## src/rtl/atm_keypad_entry.sv

```systemverilog
// Keypad front-end for the ATM: buffers decimal keys, converts them to binary on ENTER, and strobes done/error.
// Optional idle-timeout abort is compiled in with `define KEYPAD_TIMEOUT_EN.
module atm_keypad_entry #(
  parameter logic [31:0] TIMEOUT_CYCLES = 32'd1000,
  parameter int          MAX_DIGITS     = 9
) (
  input  logic        clk,
  input  logic        reset,
  input  logic        start,
  input  logic [1:0]  entry_mode,
  input  logic        key_valid,
  input  logic [3:0]  key_code,
  output logic        busy,
  output logic [3:0]  digit_count,
  output logic [13:0] password,
  output logic [15:0] Pers_Account_No,
  output logic [31:0] amount,
  output logic        entry_done,
  output logic        entry_error,
  output logic [1:0]  error_code
);

  typedef enum logic [2:0] {IDLE, CLEAR_BUF, COLLECT, CONVERT, DONE, ERROR} state_t;

  localparam logic [3:0] KEY_CLEAR = 4'hA;
  localparam logic [3:0] KEY_BACK  = 4'hB;
  localparam logic [3:0] KEY_ENTER = 4'hE;

  state_t      state, next_state;
  logic [1:0]  mode;
  logic [3:0]  digit_buf [MAX_DIGITS];
  logic [3:0]  conv_idx;
  logic [31:0] acc;
  logic [3:0]  limit;
  logic        len_ok;
  logic        out_of_range;
  logic        conv_last;
  logic        key_is_digit;
  logic        timeout_hit;

`ifdef KEYPAD_TIMEOUT_EN
  logic [31:0] idle_cnt;
  assign timeout_hit = (idle_cnt >= TIMEOUT_CYCLES);
`else
  logic unused_timeout;
  assign unused_timeout = ^TIMEOUT_CYCLES;
  assign timeout_hit    = 1'b0;
`endif

  always_comb begin
    case (mode)
      2'b00:   limit = 4'd4;
      2'b01:   limit = 4'd5;
      default: limit = 4'(MAX_DIGITS);
    endcase
  end

  assign len_ok       = (mode == 2'b00) ? (digit_count == 4'd4) : (digit_count != 4'd0);
  assign out_of_range = ((mode == 2'b00) && (acc > 32'd9999)) ||
                        ((mode == 2'b01) && (acc > 32'd65535));
  assign conv_last    = (conv_idx == digit_count);
  assign key_is_digit = (key_code <= 4'd9);

  // busy stays high through the done/error pulse cycle, so it falls one cycle after it
  assign busy = (state != IDLE) || entry_done || entry_error;

  always_ff @(posedge clk) begin
    if (!reset) state <= IDLE;
    else        state <= next_state;
  end

  always_comb begin
    next_state = state;
    case (state)
      IDLE:      if (start) next_state = CLEAR_BUF;
      CLEAR_BUF: next_state = COLLECT;
      COLLECT: begin
        if (start)                                     next_state = CLEAR_BUF;
        else if (key_valid && (key_code == KEY_ENTER)) next_state = len_ok ? CONVERT : ERROR;
        else if (!key_valid && timeout_hit)            next_state = ERROR;
      end
      CONVERT:   if (conv_last) next_state = out_of_range ? ERROR : DONE;
      DONE:      next_state = IDLE;
      ERROR:     next_state = IDLE;
      default:   next_state = IDLE;
    endcase
  end

  // Digits are stored oldest-first at index 0, so conversion walks the buffer upward.
  always_ff @(posedge clk) begin
    if (!reset) begin
      mode            <= 2'b00;
      digit_count     <= 4'd0;
      conv_idx        <= 4'd0;
      acc             <= 32'd0;
      password        <= 14'd0;
      Pers_Account_No <= 16'd0;
      amount          <= 32'd0;
      entry_done      <= 1'b0;
      entry_error     <= 1'b0;
      error_code      <= 2'b00;
      for (int i = 0; i < MAX_DIGITS; i++) digit_buf[i] <= 4'd0;
`ifdef KEYPAD_TIMEOUT_EN
      idle_cnt        <= 32'd0;
`endif
    end else begin
      entry_done  <= 1'b0;
      entry_error <= 1'b0;
      case (state)
        IDLE: begin
          if (start) begin
            mode       <= entry_mode;
            error_code <= 2'b00;
          end
        end
        CLEAR_BUF: begin
          for (int i = 0; i < MAX_DIGITS; i++) digit_buf[i] <= 4'd0;
          digit_count <= 4'd0;
`ifdef KEYPAD_TIMEOUT_EN
          idle_cnt    <= 32'd0;
`endif
        end
        COLLECT: begin
          if (start) begin
            mode       <= entry_mode;
            error_code <= 2'b00;
          end else if (key_valid) begin
`ifdef KEYPAD_TIMEOUT_EN
            idle_cnt <= 32'd0;
`endif
            if (key_is_digit) begin
              if (digit_count < limit) begin
                digit_buf[digit_count] <= key_code;
                digit_count            <= digit_count + 4'd1;
              end
            end else if (key_code == KEY_CLEAR) begin
              for (int i = 0; i < MAX_DIGITS; i++) digit_buf[i] <= 4'd0;
              digit_count <= 4'd0;
            end else if (key_code == KEY_BACK) begin
              if (digit_count != 4'd0) begin
                digit_buf[digit_count - 4'd1] <= 4'd0;
                digit_count                   <= digit_count - 4'd1;
              end
            end else if (key_code == KEY_ENTER) begin
              acc      <= 32'd0;
              conv_idx <= 4'd0;
              if (!len_ok) error_code <= 2'b01;
            end
          end
`ifdef KEYPAD_TIMEOUT_EN
          else begin
            idle_cnt <= idle_cnt + 32'd1;
            if (timeout_hit) error_code <= 2'b11;
          end
`endif
        end
        CONVERT: begin
          if (!conv_last) begin
            acc      <= (acc << 3) + (acc << 1) + 32'(digit_buf[conv_idx]);
            conv_idx <= conv_idx + 4'd1;
          end else if (out_of_range) begin
            error_code <= 2'b10;
          end
        end
        DONE: begin
          entry_done <= 1'b1;
          case (mode)
            2'b00:   password        <= acc[13:0];
            2'b01:   Pers_Account_No <= acc[15:0];
            default: amount          <= acc;
          endcase
        end
        ERROR:   entry_error <= 1'b1;
        default: ;
      endcase
    end
  end

endmodule
```

## config.mk

```make
export PLATFORM = sky130hd
export DESIGN_NAME = atm_keypad_entry
export DESIGN_NICKNAME = d
export VERILOG_FILES = /design/src/rtl/atm_keypad_entry.sv
export SDC_FILE = /design/constraint.sdc
export NUM_CORES = 1
export LEC_CHECK = 0
export ABC_AREA = 1
export ABC_CLOCK_PERIOD_IN_PS = 5100
export BUFFER_PORTS_ARGS = -buffer_cell sky130_fd_sc_hd__buf_2
export CAP_MARGIN = 15
export CORE_ASPECT_RATIO = 1.25
export CORE_MARGIN = 5
export CORE_UTILIZATION = 25
export DETAILED_ROUTE_END_ITERATION = 6
export HOLD_SLACK_MARGIN = 0.06
export PLACE_DENSITY = 0.51
export SYNTH_ARGS = -nofsm -noshare
export SYNTH_HDL_FRONTEND = slang
export SYNTH_SLANG_ARGS = --single-unit
```

## constraint.sdc

```tcl
create_clock -name clk -period 5.1 [get_ports clk]
set_clock_uncertainty 0.2 [all_clocks]
set_input_delay 0.51 -clock clk [delete_from_list [all_inputs] [get_ports clk]]
set_output_delay 0.51 -clock clk [all_outputs]
set_load 0.03 [all_outputs]
```

==> metrics.txt <==
outcome=finished, final reports clean; Final Critical Period=just under 4 ns; max-capacitance violation count=0; Crit path required time=just over 5 ns; PnR Total Power=~3.4 mW; Mapped Avg Cell Area=roughly 7.5 µm²; clock root buffer=clkbuf_16; CP Launch Type=flip-flop; PortBufs=80; share of post-route cells with drive strength above 1=11.21%; Inserted Clock Buffers=17; cell family with most CP delay=simple AND/OR/NAND/NOR gates; Max VDD drop=approximately 220 µV; Slew Viols, Final=0; asr flop ratio synth=0%; Iter 0 DRT Violations=approximately 610; yosys warns=0; TritonCTS clock tree=done; EDFF count, synth=64; pre-CTS setup slack=between 1 and 1.5 ns; Worst-Margin Slew=1.041 ns; initial core utilization=25.38%; DP HPWL=between 20000 and 25000 µm; Buf/Inv on CP=3; wire length of the first global-routing pass=between 40000 and 50000 µm; period utilisation layout=roughly three quarters; cell area after synthesis=~10000 µm²; length in cells of the worst reg-to-reg path=18; WHS Path Cells=3; Max transition margin=30.58%; most common cell in the synthesized netlist=nand2_1; post-synth top area share=a little under a quarter; Final Setup Violations=0; Final Hold Fails=0; WS Path Type=flip-flop to flip-flop; PostCTS Resize Cnt=0; slowest CP cell=dfxtp_1; final setup margin=about 1.2 ns; First-pass DRT Iterations=5; Reg clk slew, reported paths=about 0.070 ns; hold_buf cts=0; Final nets=roughly 1500; initial antenna violation count=0; Core ar.=between 30000 and 40000 µm²; Yosys reg bits=179; CP endpoint kind=flip-flop; die area=43930 µm²; critical-path cell list=inv_1 > o21ai_0 > o22ai_1 > o211ai_1 > nand2_1 > inv_1 > fa_1 > fa_1 > inv_1 > nand3_1 > nand3_1 > nand3_1 > nand3b_1 > nand2_1 > nand2_1 > nand2_1 > nand3_1 > a21oi_1; Post-Place Cells=between 1500 and 2000; Fin Hold WS=0.1986 ns; pwr dens=296.9 nW/µm²; Post-Synthesis Cells=between 1000 and 1500; count of cell types in the netlist=46; vias in the first global route=slightly below 9000; top post-synthesis cells by area=dfxtp_1 (23%), edfxtp_1 (19%), nand2_1 (12%); htree depth=4; cell row count=81; vias per cell=approximately 4.7; wire per inst=16.60 µm; gr ovfl total=0; largest net degree at the start of global routing=just under 90; fmax=~260 MHz; slowest cell delay on critical path=~0.63 ns; Final GP Congestion=0.9014; residual DRC count=0; top cells by count, synth=nand2_1 (309), nor2_1 (167), a21oi_1 (127); overall global routing resource usage=14.13%; post-CTS setup buffer count=0; DR vias=a little under 9000; post-synth top area cell=dfxtp_1; Stages on worst setup path=18; Main synth FF type=dfxtp_1; worst-skew pair later-pin latency=roughly 0.45 ns; Net Count, Synth=1394; Syn-to-layout area delta=15.22%; Seq/Total Area, Yosys=42.43%; die width=between 150 and 200 µm; Clock Sinks=~180; Die Y=233.1 µm; worst-path fanout max=17; Worst Hold Class=input pin to flip-flop; setup total negative slack=0 ns; Area after DPL=~11000 µm²; IO Pins=81; final core occ=29.24%; RSZ-0062 raised after global routing=no; P_leak=5.092 nW; fin cells=between 1500 and 2000; Max Buffers Root-to-Sink=2; antenna-violating nets left=0; post-route design area=between 10000 and 15000 µm²; CP arrival=roughly 4.0 ns; routed wire length=31370 µm; Ant. Diodes=0
[state kept, by name, indices dropped and copies added, names as in the netlist, 2 cells and up, named ones only]
signal and flops:
conv_idx 4, amount 32, mode 2, Pers_Account_No 16, error_code 2, digit_buf 64
acc 32, digit_count 4, password 14, state 3
[kinds of logic after synthesis]
group | share of synthesized area [%]
and+or+nand+nor | 27.56
xor gates and xnor gates | 1.684
adders and majority gates | 8.321
AOI/OAI and AO/OA | 13.10
DFF | 42.43
buffers and inverters | 6.900
[cell type report]
class / instances / area (µm²)
inverters: 131 / 491.7
multi-input cells: 961 / 5054
flip-flops and latches: 179 / 4224
repair buffers: 89 / 467.9
clock inverters: 13 / 155.1
well taps: 498 / 623.1
clock buffers: 19 / 454.2
fillers: 4199 / 27750
[per-layer routing]
layer  vias up  share of wire (%)  global-route usage [%]  routed length [µm]
li1       4517                  -                       -                   -
met1      4168                 40                   15.34               12580
met2       152                 54                   27.53               17070
met3        47                2.5                   2.392                 789
met4         0                3.0                   4.829                 931
met5         -                  0                       0                   0
[power breakdown]
group          internal [mW]  switching (mW)
combinational          0.113           0.305
clock                  0.769           0.624
sequential              1.55          0.0504
[cell usage in the layout (no fill, tap or decap), drive strengths merged, types with 9 or more instances in the layout]
cell type and n:
nand4 15, o21ai 78, nor2 174, xor2 9, nor3 13, clkbuf 19
edfxtp 64, dfxtp 115, buf 89, ha 63, nand3 101, o221ai 9
a21oi 127, inv 136, nand2 314
[path summary, 6_finish.rpt]
kind	start	to	slack, ns
hold reg to reg	amount[20]	amount[20]	0.26
setup reg to reg	flip-flop	acc[30]	1.20
hold / removal	entry_mode[0]	mode[0]	0.20
setup / recovery	flip-flop	acc[30]	1.20
[tightest hold or removal path, stage by stage]
cell	delay, ns
buf_2	0.12
o21ai_0	0.08
a21oi_1	0.10
(Power assumes the default switching activity.)
